**src/rtl/fifo.sv**
```systemverilog
// fifo: single-clock byte FIFO with registered read data, occupancy count and full/empty flags
module fifo #(
    parameter int DATA_W = 8,
    parameter int ADDR_W = 6,
    parameter int CNT_W  = 8
) (
    input  logic              clk,
    input  logic              rst,
    input  logic [DATA_W-1:0] buf_in,
    input  logic              wr_en,
    input  logic              rd_en,
    output logic [DATA_W-1:0] buf_out,
    output logic              buf_empty,
    output logic              buf_full,
    output logic [CNT_W-1:0]  fifo_counter
);
    localparam int DEPTH = 1 << ADDR_W;
    logic [DATA_W-1:0] mem [DEPTH];
    logic [ADDR_W-1:0] wr_ptr, rd_ptr;
    logic [CNT_W-1:0]  count;
    logic              wr_acc, rd_acc;
    always_comb begin
        buf_empty    = count == '0;
        buf_full     = count == CNT_W'(DEPTH);
        wr_acc       = wr_en && !buf_full;
        rd_acc       = rd_en && !buf_empty;
        fifo_counter = count;
    end
    always_ff @(posedge clk)
        if (wr_acc) mem[wr_ptr] <= buf_in;
    // read uses the pre-edge rd_ptr, so a same-cycle write is never bypassed
    always_ff @(posedge clk or posedge rst)
        if (rst) begin
            wr_ptr  <= '0;
            rd_ptr  <= '0;
            count   <= '0;
            buf_out <= '0;
        end else begin
            if (wr_acc) wr_ptr <= wr_ptr + 1'b1;
            if (rd_acc) begin
                buf_out <= mem[rd_ptr];
                rd_ptr  <= rd_ptr + 1'b1;
            end
            count <= count + CNT_W'(wr_acc) - CNT_W'(rd_acc);
        end
endmodule

```
**config.mk**
```make
export PLATFORM = sky130hd
export DESIGN_NAME = fifo
export DESIGN_NICKNAME = d
export VERILOG_FILES = /design/src/rtl/fifo.sv
export SDC_FILE = /design/constraint.sdc
export NUM_CORES = 1
export LEC_CHECK = 0
export CAP_MARGIN = 0
export CORE_AREA = 2 2 192 382
export CTS_CLUSTER_DIAMETER = 100
export CTS_CLUSTER_SIZE = 16
export DETAILED_ROUTE_END_ITERATION = 7
export DIE_AREA = 0 0 194 384
export PLACE_DENSITY = 0.53
export SLEW_MARGIN = 20
export SYNTH_ARGS = -nofsm -noshare
export SYNTH_HDL_FRONTEND = slang
export SYNTH_SLANG_ARGS = --single-unit
```
**constraint.sdc**
```tcl
create_clock -name clk -period 4.15 [get_ports clk]
set_input_delay 1.245 -clock clk [delete_from_list [all_inputs] [get_ports clk]]
set_output_delay 1.245 -clock clk [all_outputs]
set_load 0.03 [all_outputs]
```
==> flow_metrics.tcl, run 1 <==
set metrics [dict create \
    status "finished, final reports clean" \
    io_buffers 29 \
    clk_path_buf_depth 3 \
    syn-cell-area_sq_um 21200 \
    synth_top_cells_by_area "edfxtp_1 72%, mux4_2 13%, dfrtp_1 3.3%, mux2i_1 2.5%, nor2_1 1.4%" \
    hold_viol 0 \
    grt-ovfl-total 0 \
    synth_cell_types 41 \
    period_minus_slack_ns 3.68 \
    h-tree-depth 2 \
    path_class "register to primary output" \
    clockRootBuffer "clkbuf_16" \
    dieArea_sq_um 74500 \
    drv_cap 0 \
    min_path_type "register to register" \
    whs_ns 0.502 \
    final_cell_mix "512 x edfxtp_1, 126 x mux4_2, 100 x buf_4" \
    drt_first_pass_iters 4 \
    fp.dieW_um 194 \
    worst-slew-pin-transition_ns 1.06 \
    track_usage_pct 13.9 \
    fin_crit_sh_pct 88.6 \
    comb_power_share_pct 31.7 \
    grt_pass1_vias 10900 \
    setup_violations 0 \
    synth_nets 1058 \
    ant_nets 0 \
    cts.sinks 540 \
    yosys.area.top_type "edfxtp_1" \
    core_area_sq_um 71700 \
    route.detailed.drc 0 \
    rsz0062_at_grt "false" \
    clk-insertion-delay-late_ns 0.57 \
    routed_wl_mm 51.8 \
    ys_seq_area_share_pct 75.8 \
    critPathCaptureType "primary output" \
    r2r_slack_ns 0.90 \
    dp_hpwl_mm 35.3 \
    cp-startpoint "fifo_counter[3]$_DFF_PP0_" \
    peakVddDrop_mv 0.289 \
    p_int_uw 10300 \
    final.setup_skew_ns 0.0236 \
    routed_via_density 4.83 \
    ys_seq_elements 540 \
    syn2layout_area_growth_pct 14.5 \
    startpoint_type "register" \
    drt-initial-drc-count 663 \
    chipHeight_um 384 \
    ys_warn_count 0 \
    cts_buffers 39 \
    fin_nets 1177 \
    power.switching_uw 4960 \
    pwr-share-seq_pct 44.1 \
    holdPathStages 2 \
    synth.avg_cell_area_sq_um 20.6 \
    cp.arrival_ns 2.43 \
    rr_endpoint "fifo_counter[6]$_DFF_PP0_" \
    slew_headroom_pct 29.4 \
    num_vias 10100 \
    synth_top_area_share_pct 72.5 \
    num_rows 139 \
    grt_pass1_wl_mm 75.5 \
    drv_slew 0 \
    leakage_uw 0.00779 \
    n_antenna_cell 0 \
    grt_max_degree 51 \
    endpoint "buf_empty" \
    tns_ns 0 \
    start_util_pct 29.6 \
    reg2regPathDepth 17 \
    post-cts-setup-buffers 0 \
    ctsHoldBuffers 0 \
    max_freq_mhz 272 \
    ios 30 \
    cts_tree "yes" \
    mostFrequentLayoutCell "edfxtp_1" \
    ctsResizeCount 0 \
    r2r-start "fifo_counter[3]$_DFF_PP0_" \
    drive_above_1_share_pct 24.5 \
    fillers 6737 \
    power_density_nw_per_um2 628 \
    place.gp.congestion 0.796 \
    syn_inst 1031 \
    clk_pin_slew_ns 0.08 \
    worstPathMaxFanout 3 \
    switching_share_pct 32.6 \
    p_clk_share_pct 24.2 \
    required_ns 2.90 \
    post_drt_wl_per_cell_um 24.8 \
    antenna_found_initial 0 \
]
## cell families after synthesis
kind of cell | count (synthesis) | share of synthesized area (%)
AOI/OAI and AO/OA | 71 | 2.21
xor gates and xnor gates | 16 | 0.661
adders and majority gates | 15 | 0.920
buffers and inverters | 72 | 1.68
DFF | 540 | 75.8
muxes | 180 | 15.9
and+or+nand+nor | 137 | 2.80
## Yosys cell counts
| library cell | n |
|---|---|
| nand2b_1 | 3 |
| nand3b_1 | 3 |
| nand2_1 | 28 |
| a21o_1 | 1 |
| and2_1 | 3 |
| mux2_2 | 2 |
| mux4_2 | 126 |
| xnor2_1 | 12 |
| buf_6 | 4 |
| nor2_1 | 77 |
| nand3_1 | 8 |
| inv_2 | 1 |
| inv_1 | 17 |
| or3_1 | 1 |
| o221ai_1 | 15 |
| or3b_2 | 1 |
| a221oi_1 | 1 |
| xor2_1 | 4 |
| a211o_1 | 1 |
| ha_1 | 14 |
| mux2i_1 | 52 |
| a2111oi_0 | 1 |
| and3_1 | 1 |
| o22ai_1 | 1 |
| a22oi_1 | 5 |
| buf_4 | 12 |
| fa_1 | 1 |
| o2111ai_1 | 1 |
| dfrtp_1 | 28 |
| buf_2 | 8 |
| edfxtp_1 | 512 |
| a21oi_1 | 25 |
| buf_1 | 7 |
| nor3_1 | 1 |
| clkbuf_1 | 23 |
| nor4bb_1 | 1 |
| nor2b_1 | 3 |
| or2_2 | 1 |
| o21ai_0 | 13 |
| nand4_1 | 6 |
| a32oi_1 | 7 |
## power by group through the flow
stage               logic, uW  clock network (uW)  registers, uW
floorplan                3240                   0           6660
global placement         4920                   0           6840
detailed placement       4940                   0           6860
CTS                      4950                3790           6740
global route             5110                3960           6780
finish                   4840                3680           6730
## worst min path at each step
stage                            from                endpoint  slack [ns]
3_5_place_dp   buf_out[1]$_DFFE_PP0P_  buf_out[1]$_DFFE_PP0P_        0.49
5_1_grt        buf_out[1]$_DFFE_PP0P_  buf_out[1]$_DFFE_PP0P_        0.53
3_3_place_gp   buf_out[0]$_DFFE_PP0P_  buf_out[0]$_DFFE_PP0P_        0.47
2_1_floorplan   rd_ptr[5]$_DFFE_PP0P_   rd_ptr[5]$_DFFE_PP0P_        0.48
4_1_cts        buf_out[1]$_DFFE_PP0P_  buf_out[1]$_DFFE_PP0P_        0.51
6_report       buf_out[1]$_DFFE_PP0P_  buf_out[1]$_DFFE_PP0P_        0.50
## stage by stage
stage / setup slack, ns / util [%] / instances / total power, uW / cell area [sq um]
after floorplan: 0.638 / - / 1031 / 9900 / 21200
after global placement: 0.314 / 32.3 / 2025 / 11800 / 23100
after detailed placement: 0.306 / 32.3 / 2025 / 11800 / 23200
after CTS: 0.429 / 33.9 / 2091 / 15500 / 24300
after global routing: 0.311 / 33.9 / 2091 / 15800 / 24300
final: 0.473 / 33.9 / 2091 / 15200 / 24300
## per-layer routing
metal	GRT usage (%)	up-vias	wire, um
met5	0	-	0
met4	8.15	0	3150
met3	1.57	93	1520
met2	27.3	217	29500
met1	13.9	5370	17700
li1	-	4425	-
## critical path, stage by stage (launching register included)
cell and delay [ns]:
dfrtp_1 0.41, inv_1 0.09, ha_1 0.14, nor4bb_1 0.36, and2_1 0.19, clkdlybuf4s50_1 0.66
## layout make-up
| cell class | instances | area (sq um) | area share [%] |
|---|---|---|---|
| well taps | 916 | 1150 | 4.72 |
| inverters | 18 | 67.6 | 0.278 |
| clock inverters | 3 | 55.1 | 0.227 |
| repair buffers | 132 | 1080 | 4.43 |
| multi-input cells | 419 | 4780 | 19.7 |
| flip-flops and latches | 540 | 16100 | 66.2 |
| clock buffers | 63 | 1090 | 4.48 |
## flip-flops by register name (all words and copies together) (netlist names)
register	flops
buf_out	8
fifo_counter	8
mem	512
rd_ptr	6
wr_ptr	6
(Power assumes the default switching activity.)
==> run 2: changes to the inputs <==
- ABC_CLOCK_PERIOD_IN_PS: unset -> 4150
==> results of run 2 <==
Same layout as run 1: the final DEF is identical, and so are final timing and power.
==> run 3: changes to the inputs <==
- PLACE_DENSITY: 0.53 -> 0.54
- REMOVE_ABC_BUFFERS: unset -> 1
==> flow_metrics.tcl, run 3 (synthesized netlist as in run 1, its figures left out) <==
set metrics [dict create \
    status "finished, final reports clean" \
    place.gp.congestion 0.830 \
    num_rows 139 \
    met2_usage_pct 28.9 \
    timing.critical_path.slowest_stage_cell "clkdlybuf4s50_1" \
    max_freq_mhz 270 \
    place_inst 2022 \
    slew_headroom_pct 25.2 \
    chipHeight_um 384 \
    syn2layout_area_growth_pct 14.2 \
    cts.sinks 540 \
    worst-slew-pin-transition_ns 1.12 \
    critPathCaptureType "primary output" \
    post_drt_wl_per_cell_um 25.2 \
    grt_max_degree 65 \
    finalNonFillerCells 2079 \
    cpPeakStageDelay_ns 0.67 \
    leakage_uw 0.00776 \
    mostFrequentLayoutCell "edfxtp_1" \
    cts_buffers 39 \
    use_met1_pct 14.0 \
    largest_reg_flops 512 \
    fp.dieW_um 194 \
    dp_hpwl_mm 35.8 \
    grt-ovfl-total 0 \
    grt_pass1_vias 10800 \
    fin_nets 1174 \
    cp.arrival_ns 2.46 \
    ios 30 \
    h-tree-depth 2 \
    fin_crit_sh_pct 89.3 \
    rsz0062_at_grt "false" \
    drv_slew 0 \
    final_cell_mix "512 x edfxtp_1, 126 x mux4_2, 98 x buf_4" \
    required_ns 2.90 \
    min_path_type "register to register" \
    track_usage_pct 14.1 \
    grtUsageMet3_pct 1.25 \
    worstPathMaxFanout 3 \
    cts_tree "yes" \
    period_minus_slack_ns 3.70 \
    ctsHoldBuffers 0 \
    final.setup_skew_ns 0.0126 \
    drive_above_1_share_pct 24.5 \
    clockRootBuffer "clkbuf_16" \
    routed_via_density 4.80 \
    n_antenna_cell 0 \
    ant_nets 0 \
    io_buffers 29 \
    setup_ws_ns 0.446 \
    grt_busiest_layer "met2" \
    num_vias 9982 \
    path_class "register to primary output" \
    fillers 6775 \
    ctsResizeCount 0 \
    post-cts-setup-buffers 0 \
    clk-insertion-delay-late_ns 0.56 \
    startpoint_type "register" \
    dieArea_sq_um 74500 \
    largest_register "mem" \
    core_area_sq_um 71700 \
    peakVddDrop_mv 0.443 \
    worstPathCellList "inv_1 -> ha_1 -> nor4bb_1 -> and2_1 -> clkdlybuf4s50_1" \
    setup_violations 0 \
    start_util_pct 29.6 \
    dp_slack_ns 0.353 \
    drv_cap 0 \
    hold_viol 0 \
    fin_util_pct 33.8 \
    clk_pin_slew_ns 0.08 \
    route.detailed.drc 0 \
    antenna_found_initial 0 \
    grt_pass1_wl_mm 75.8 \
    drt_first_pass_iters 5 \
    power_density_nw_per_um2 628 \
    whs_ns 0.505 \
    drt-initial-drc-count 701 \
    routed_wl_mm 52.3 \
    clk_path_buf_depth 3 \
]
run 3: cell types whose count changed in the layout (fill, tap and decap cells not counted):
cell       change
buf_12         -2
buf_2          +1
buf_4          -2
clkbuf_1       -8
clkbuf_16      +1
clkinv_8       -1
inv_1          -1
inv_2          +1
inv_6          -1
run 3: path summary, 6_finish.rpt:
path | depth (start not counted) | slack (ns) | end | start
worst max-delay path | 5 | 0.45 | buf_empty | fifo_counter[2]$_DFF_PP0_
worst max register to register | 17 | 0.87 | fifo_counter[6]$_DFF_PP0_ | fifo_counter[2]$_DFF_PP0_
worst min register to register | 2 | 0.50 | buf_out[0]$_DFFE_PP0P_ | buf_out[0]$_DFFE_PP0P_
worst min-delay path | 2 | 0.50 | buf_out[0]$_DFFE_PP0P_ | buf_out[0]$_DFFE_PP0P_
max in group asynchronous | 2 | 2.57 | rd_ptr[0]$_DFFE_PP0P_ | rst
min in group asynchronous | 2 | 1.09 | fifo_counter[7]$_DFF_PP0_ | rst
run 3: final cells by class:
type                       instances  area (sq um)  share of cell area (%)
sequential                       540         16100                    66.4
multi-input combinational        419          4780                    19.7
tap                              916          1150                    4.73
clock buffer                      56          1080                    4.47
timing repair buffer             129          1030                    4.24
inverter                          18          67.6                   0.279
clock inverter                     1          30.0                   0.124
run 3: critical path: cells and delay by family, from the launching register on:
kind	cells	cell delay, ns
DFF	1	0.41
and+or+nand+nor	2	0.61
adders and majority gates	1	0.14
buffers and inverters	2	0.76
run 3: routing by layer:
metal	part of all wire (%)	wire length [um]
met1	34	17700
met2	59	31000
met3	2.8	1450
met4	4.3	2230
met5	0	0
run 3: through the flow:
step / cell area (sq um) / total power, uW / TNS, ns
after floorplan: 20900 / 9850 / -33.47
after global placement: 23100 / 11800 / 0
after detailed placement: 23100 / 11800 / 0
after CTS: 24200 / 15400 / 0
after global routing: 24200 / 15800 / 0
final: 24200 / 15200 / 0
run 3: power by group:
group / switching (uW) / internal, uW
combinational: 2870 / 2100
clock: 1770 / 1860
sequential: 318 / 6290
total: 4950 / 10300
